<file path="src/rtl/call_registrar.sv">
// -----------------------------------------------------------------------------
// call_registrar
//
// Request-side companion to the 5-floor lift controller. Floor-button presses
// are edge-detected and latched into held request lines (req[4:0], A..E) that
// feed the controller's ra..re inputs and the button lamps. When the car sits
// at a floor with an active request, the block runs the door open/close
// sequence and clears that request only once the door has finished closing.
// Holding req high through the door cycle keeps the controller parked; the
// clear is what releases the car.
//
// Ports:
//   clk           in   1  clock, rising edge
//   rst           in   1  asynchronous, active-high reset
//   btn           in   5  floor buttons (level), bit0=A .. bit4=E, sync to clk
//   floor         in   3  current floor from lift controller, 0=A .. 4=E
//   req           out  5  registered pending requests / button lamps
//   door_open     out  1  door fully open (OPEN state)
//   door_closing  out  1  door closing (CLOSING state)
//   serving       out  3  floor index of the current door cycle
//
// Parameters:
//   DWELL      door-open duration in clk cycles (>=1)
//   CLOSE_CYC  door-closing duration in clk cycles (>=1)
//   CW         counter width, 2^CW > max(DWELL, CLOSE_CYC)
//
// Build option:
//   DOOR_REOPEN_EN  when defined, a fresh press of the serving floor's button
//                   restarts the dwell (OPEN) or reopens the door (CLOSING).
//                   When undefined, such presses are ignored.
//
// FSM states:
//   state      | meaning
//   -----------+---------------------------------------------------------
//   ST_IDLE    | door shut, waiting for a request at the current floor
//   ST_OPEN    | door fully open, counting down the dwell time
//   ST_CLOSING | door closing; request cleared on the last closing cycle
// -----------------------------------------------------------------------------
module call_registrar #(
  parameter int DWELL     = 8,
  parameter int CLOSE_CYC = 3,
  parameter int CW        = 4
) (
  input  logic       clk,
  input  logic       rst,
  input  logic [4:0] btn,
  input  logic [2:0] floor,
  output logic [4:0] req,
  output logic       door_open,
  output logic       door_closing,
  output logic [2:0] serving
);

  localparam logic [1:0] ST_IDLE    = 2'd0;
  localparam logic [1:0] ST_OPEN    = 2'd1;
  localparam logic [1:0] ST_CLOSING = 2'd2;

  localparam logic [CW-1:0] DWELL_LD = CW'(DWELL - 1);
  localparam logic [CW-1:0] CLOSE_LD = CW'(CLOSE_CYC - 1);
  localparam logic [CW-1:0] CNT_ZERO = '0;

  logic [1:0]    r_state;
  logic [CW-1:0] r_cnt;
  logic [4:0]    r_btn_q;
  logic [4:0]    r_req;
  logic          r_door_open;
  logic          r_door_closing;
  logic [2:0]    r_serving;

  logic [4:0]    w_press;
  logic [4:0]    w_floor_oh;
  logic [4:0]    w_srv_oh;
  logic          w_req_at_floor;
  logic          w_press_srv;

  logic [1:0]    w_state_nxt;
  logic [CW-1:0] w_cnt_nxt;
  logic          w_open_nxt;
  logic          w_closing_nxt;
  logic [2:0]    w_serving_nxt;
  logic [4:0]    w_clr;
  logic [4:0]    w_req_nxt;

  // Rising-edge detect: a held button registers only once.
  assign w_press = btn & ~r_btn_q;

  // One-hot decodes; floor codes 5..7 decode to all-zero and are ignored.
  always_comb begin
    for (int i = 0; i < 5; i++) begin
      w_floor_oh[i] = (floor == 3'(i));
      w_srv_oh[i]   = (r_serving == 3'(i));
    end
  end

  assign w_req_at_floor = |(r_req & w_floor_oh);
  assign w_press_srv    = |(w_press & w_srv_oh);

  always_comb begin
    w_state_nxt   = r_state;
    w_cnt_nxt     = r_cnt;
    w_open_nxt    = r_door_open;
    w_closing_nxt = r_door_closing;
    w_serving_nxt = r_serving;
    w_clr         = 5'b0;

    case (r_state)
      ST_IDLE: begin
        if (w_req_at_floor) begin
          w_state_nxt   = ST_OPEN;
          w_serving_nxt = floor;
          w_cnt_nxt     = DWELL_LD;
          w_open_nxt    = 1'b1;
          w_closing_nxt = 1'b0;
        end
      end

      ST_OPEN: begin
`ifdef DOOR_REOPEN_EN
        if (w_press_srv) begin
          w_cnt_nxt = DWELL_LD;
        end else if (r_cnt == CNT_ZERO) begin
          w_state_nxt   = ST_CLOSING;
          w_cnt_nxt     = CLOSE_LD;
          w_open_nxt    = 1'b0;
          w_closing_nxt = 1'b1;
        end else begin
          w_cnt_nxt = r_cnt - 1'b1;
        end
`else
        if (r_cnt == CNT_ZERO) begin
          w_state_nxt   = ST_CLOSING;
          w_cnt_nxt     = CLOSE_LD;
          w_open_nxt    = 1'b0;
          w_closing_nxt = 1'b1;
        end else begin
          w_cnt_nxt = r_cnt - 1'b1;
        end
`endif
      end

      ST_CLOSING: begin
`ifdef DOOR_REOPEN_EN
        if (w_press_srv) begin
          w_state_nxt   = ST_OPEN;
          w_cnt_nxt     = DWELL_LD;
          w_open_nxt    = 1'b1;
          w_closing_nxt = 1'b0;
        end else if (r_cnt == CNT_ZERO) begin
          w_state_nxt   = ST_IDLE;
          w_closing_nxt = 1'b0;
          w_clr         = w_srv_oh;
        end else begin
          w_cnt_nxt = r_cnt - 1'b1;
        end
`else
        // The latched serving index is cleared, never the live floor input,
        // so a protocol-violating floor change cannot drop the wrong request.
        if (r_cnt == CNT_ZERO) begin
          w_state_nxt   = ST_IDLE;
          w_closing_nxt = 1'b0;
          w_clr         = w_srv_oh;
        end else begin
          w_cnt_nxt = r_cnt - 1'b1;
        end
`endif
      end

      default: begin
        w_state_nxt   = ST_IDLE;
        w_open_nxt    = 1'b0;
        w_closing_nxt = 1'b0;
      end
    endcase
  end

  // Set wins over clear: a press landing on the clearing cycle keeps the bit.
  assign w_req_nxt = (r_req & ~w_clr) | w_press;

  always_ff @(posedge clk or posedge rst) begin
    if (rst) begin
      r_state        <= ST_IDLE;
      r_cnt          <= '0;
      r_btn_q        <= 5'b0;
      r_req          <= 5'b0;
      r_door_open    <= 1'b0;
      r_door_closing <= 1'b0;
      r_serving      <= 3'd0;
    end else begin
      r_state        <= w_state_nxt;
      r_cnt          <= w_cnt_nxt;
      r_btn_q        <= btn;
      r_req          <= w_req_nxt;
      r_door_open    <= w_open_nxt;
      r_door_closing <= w_closing_nxt;
      r_serving      <= w_serving_nxt;
    end
  end

  assign req          = r_req;
  assign door_open    = r_door_open;
  assign door_closing = r_door_closing;
  assign serving      = r_serving;

endmodule

</file>
<file path="config.mk">
export PLATFORM = sky130hd
export DESIGN_NAME = call_registrar
export DESIGN_NICKNAME = d
export VERILOG_FILES = /design/src/rtl/call_registrar.sv
export SDC_FILE = /design/constraint.sdc
export NUM_CORES = 1
export LEC_CHECK = 0
export CORE_ASPECT_RATIO = 1.5
export CORE_MARGIN = 2
export CORE_UTILIZATION = 30
export DETAILED_ROUTE_END_ITERATION = 10
export MAX_ROUTING_LAYER = met4
export SYNTH_ARGS = -nofsm -noshare
export SYNTH_HDL_FRONTEND = slang
export SYNTH_SLANG_ARGS = --single-unit
</file>
<file path="constraint.sdc">
create_clock -name clk -period 5.26 [get_ports clk]
set_input_delay 0.789 -clock clk [delete_from_list [all_inputs] [get_ports clk]]
set_output_delay 0.789 -clock clk [all_outputs]
set_load 0.02 [all_outputs]
</file>
### Yosys cells after proc, flatten, opt, wreduce, memory -nomap -nowiden

Index checks and enable logic that the tools add are counted.

* flip-flop bits (word level): 21
* input port bits: 10
* output and inout bits: 10
* logic and storage cells: 55

* $add $sub $neg: 1
* eq/ne operators: 14
* mux-type cells: 16
* bitwise logic cells: 7
* reduce and logical (&&, ||, !) cells: 10

Operators by type and width (count)
* $and A5 B5 Y5: 3
* $eq A3 B2 Y1 const B: 4
* $mux W4: 3
* $pmux W4 S3: 1
* $mux W5: 2
* $not A5 Y5: 2
* $reduce_and A3 Y1: 3
* $ne A2 B2 Y1 const B: 4
* $eq A3 B1 Y1 const B: 2
* $eq A3 B3 Y1 const B: 2
* $logic_not A3 Y1: 2
* $mux W2: 3
* $pmux W1 S3: 2
* $pmux W2 S3: 1
* $or A5 B5 Y5: 1
* $reduce_or A5 Y1: 1
* $logic_not A4 Y1: 1
* $mux W1: 4
* $sub A4 B1 Y4 const B: 1
* $reduce_bool A3 Y1: 1
* $eq A2 B1 Y1 const B: 1
* $eq A2 B2 Y1 const B: 1
* $logic_not A2 Y1: 1
* $reduce_and A2 Y1: 1
* $not A1 Y1: 1

### Depth between registers and ports, before layout

* word-level depth: 6
* gate-level depth with buffers: 7
* mapped depth without buffers: 6

### Worst setup path before layout

No wires, ideal clock.

* path type: input-to-reg
* from: in floor[1]
* to: reg r_serving[1], in the netlist serving[1]
* arrival time: 1.912 ns
* path slack: 3.221 ns
* cell stages on the path: 4
* cells stage by stage: mux2_4 a221o_1 nand2_2 mux2_1

* word-level cells in the longest chain between the ends: 4
* elaborated cells between the ends (all ways): 8
* those cells by class: eq/ne (4); bitwise (1); reduce/logical (3)

Ends and longest elaborated chain
* from (decl): line 47 `input logic [2:0] floor,`
* $eq A3 B1 Y1, or another cell as far along: line 90 `w_floor_oh[i] = (floor == 3'(i));`
* $and A5 B5 Y5: line 95 `assign w_req_at_floor = |(r_req & w_floor_oh);`
* $reduce_or A5 Y1: line 95
* $reduce_and A2 Y1 (no source line)
* to (signal assigned): line 195 `r_serving <= w_serving_nxt;`
* to (decl): line 68 `logic [2:0] r_serving;`

Parallel ways exist; a longest one is shown, timed or not.
A chain may end at the register's enable or synchronous reset.

### Worst setup path after layout

Ends and elaborated chain as after synthesis.

==> impl_metrics.csv <==
group,metric,value,unit
die,die_y,76.3,µm
grt,grt_max_degree,21,
synth,synth_nets,116,
worst_setup_path,critPathCaptureType,"flip-flop",
worst_setup_path,reg2reg_from,"r_cnt[0]",
run,cap_viol_max_count,0,
timing,period_share,46.6,%
grt,antenna_found_initial,0,
worst_setup_path,crit_slowest_cell,"clkdlybuf4s50_1",
timing,slew_violations,0,
timing,fin_setup_tns,0,ns
synth,ys_ff_latch,20,
timing,slew_headroom,48.0,%
worst_hold_path,hold_path.class,"flip-flop to flip-flop",
synth,postSynthCellCount,101,
route,vias,878,
synth,yosysTopAreaCell,"dfrtp_1",
cts,hold_buffers,0,
worst_setup_path,cp_slowest_stage_delay,0.57,ns
cts,cts.path.max_buffers,2,
run_status,status,"finished clean",
worst_setup_path,arrival,2.60,ns
synth,yosysWarnings,0,
layout,fin_nets,138,
placement,dp_hpwl,1850,µm
synth,synthArstFlopShare,100,%
cts,cts_sinks,20,
grt,overflow,0,
cts,cts_tree,"done",
cts,numCtsBuffers,3,
route,via_per_inst,5.35,
synth,ys_dominant_reg_cell,"dfrtp_1",
placement,port_buffers,19,
timing,rsz0062_at_grt,"false",
cts,cts_resized,0,
synth,ys_seq_area_share,47.9,%
timing,finalSetupViolations,0,
synth,netlist_top_cells_area,"dfrtp_1, o21ai_0, ha_1",
worst_setup_path,path_class,"primary input to flip-flop",
cts,cts_root_buffer,"clkbuf_8",
worst_setup_path,startpoint,"floor[1]",
power,powerDensity,539,nW/µm²
worst_setup_path,critical_path.startpoint_type,"primary input",
route,drc,0,
synth,synth_top_area_share,47.9,%
die,dieArea,3980,µm²
layout,area_growth,27.7,%
synth,synthTopCellsByCount,"dfrtp_1, inv_1, o21ai_0",
route,wl,2370,µm
die,die_w,52.2,µm
synth,yosysMostFrequentCell,"dfrtp_1",
layout,n_antenna_cell,0,
layout,drive_gt1_share,10.7,%
cts,clk_pin_slew,0.07,ns
worst_setup_path,worstPathRequired,5.40,ns
timing,fin_hold_ws,0.424,ns
layout,fin_util,39.4,%
power,ir_drop,212,µV
die,rows,26,
worst_setup_path,path_cells,"clkdlybuf4s50_1 > mux2_4 > a221o_1 > nand2_2 > mux2_1",
worst_hold_path,min_from,"r_btn_q[0]",
die,initial_core_util,30.9,%
synth,syn_avg_cell_area,10.3,µm²
route,ant_nets,0,
timing,skew,0.00223,ns
worst_setup_path,worstPathMaxFanout,6,
grt,grt_pass1_wl,3940,µm
route,initialDrtViolationCount,16,
cts,clock_latency,0.26,ns
cts,cts.htree.levels,1,
placement,gp_congestion,0.974,
timing,fin_crit,2.45,ns
timing,max_freq,408,MHz
timing,worstMarginPinSlew,0.779,ns
grt,grt_pass1_vias,894,
die,core,3380,µm²
power,leakage,0.566,nW
grt,grt_usage,13.6,%
synth,netlist_area,1040,µm²
route,wl_per_cell,14.5,µm
die,ios,20,
synth,synth_edf_count,0,
cts,post_cts.repair.setup_buffers,0,
synth,synth.distinct_cells,33,
timing,hold_viol,0,
route,firstDrtPassIters,4,
## report_power, final
group / internal, W / switching [W] / total, W
Sequential: 0.000194 / 0.0000464 / 0.000240
Clock: 0.0000667 / 0.0000509 / 0.000118
Combinational: 0.000161 / 0.000200 / 0.000361
Total: 0.000421 / 0.000297 / 0.000719
## stage by stage
| stage | instance area [µm²] | total power, W | worst slack, ns | cells |
|---|---|---|---|---|
| 2_1_floorplan | 1040 | 0.000489 | 3.22 | 101 |
| 5_1_grt | 1330 | 0.000772 | 2.77 | 164 |
| 3_5_place_dp | 1280 | 0.000604 | 2.54 | 160 |
| 3_3_place_gp | 1280 | 0.000598 | 2.61 | 160 |
| 4_1_cts | 1330 | 0.000724 | 2.81 | 164 |
| 6_report | 1330 | 0.000719 | 2.81 | 164 |
## placed cells by master (no fill, tap or decap), types with 2 or more instances in the layout
cell	netlist	final
dfrtp_1	20	20
clkdlybuf4s50_1	0	19
inv_1	14	14
o21ai_0	13	13
a21oi_1	9	9
ha_1	5	5
o41ai_1	4	4
clkbuf_8	0	4
nor2_1	3	3
mux2_4	3	3
nand2_1	3	3
a32o_1	2	2
nor3_1	2	2
a22o_1	2	2
## cells by family (layout without fill, tap and decap cells)
family / Yosys count / in the layout / synth area share [%]
AO/OA/AOI/OAI: 39 / 39 / 25.5
adder cells (fa/ha/maj): 5 / 5 / 5.99
buffers and inverters: 16 / 37 / 5.87
flip-flops: 20 / 20 / 47.9
multiplexers: 4 / 4 / 5.39
AND/OR/NAND/NOR: 17 / 17 / 9.34
## metal layers
metal	track usage, %	up-vias	part of all wire [%]
met5	-	-	0
met4	9.74	0	5.3
met3	1.76	12	3.8
met2	21.9	34	51
met1	14.8	423	40
li1	-	409	-
## layout make-up
cell class,count,area [µm²]
Tap cell,42,52.6
Timing Repair Buffer,19,190
Sequential cell,20,500
Inverter,14,52.6
Clock buffer,4,55.1
Multi-Input combinational cell,65,483
Fill cell,359,2050
## sequential cells by signal, summed over array words and instances (netlist names)
register / count
r_btn_q: 5
req: 5
r_cnt: 4
serving: 3
r_state: 2
door_open: 1
## final timing paths
kind / end / cells past startpoint / slack, ns
min reg2reg: req[0] / 1 / 0.42
min: req[0] / 1 / 0.42
max in group asynchronous: req[4] / 2 / 3.80
max: serving[1] / 5 / 2.81
min in group asynchronous: r_cnt[1] / 2 / 0.97
max reg2reg: req[0] / 6 / 3.26
## critical path: cells and delay by family
kind,cells,cell delay [ns]
mux,2,0.66
buf+inv,1,0.57
simple gates,1,0.13
compound gates,1,0.44
(Power assumes the default switching activity.)
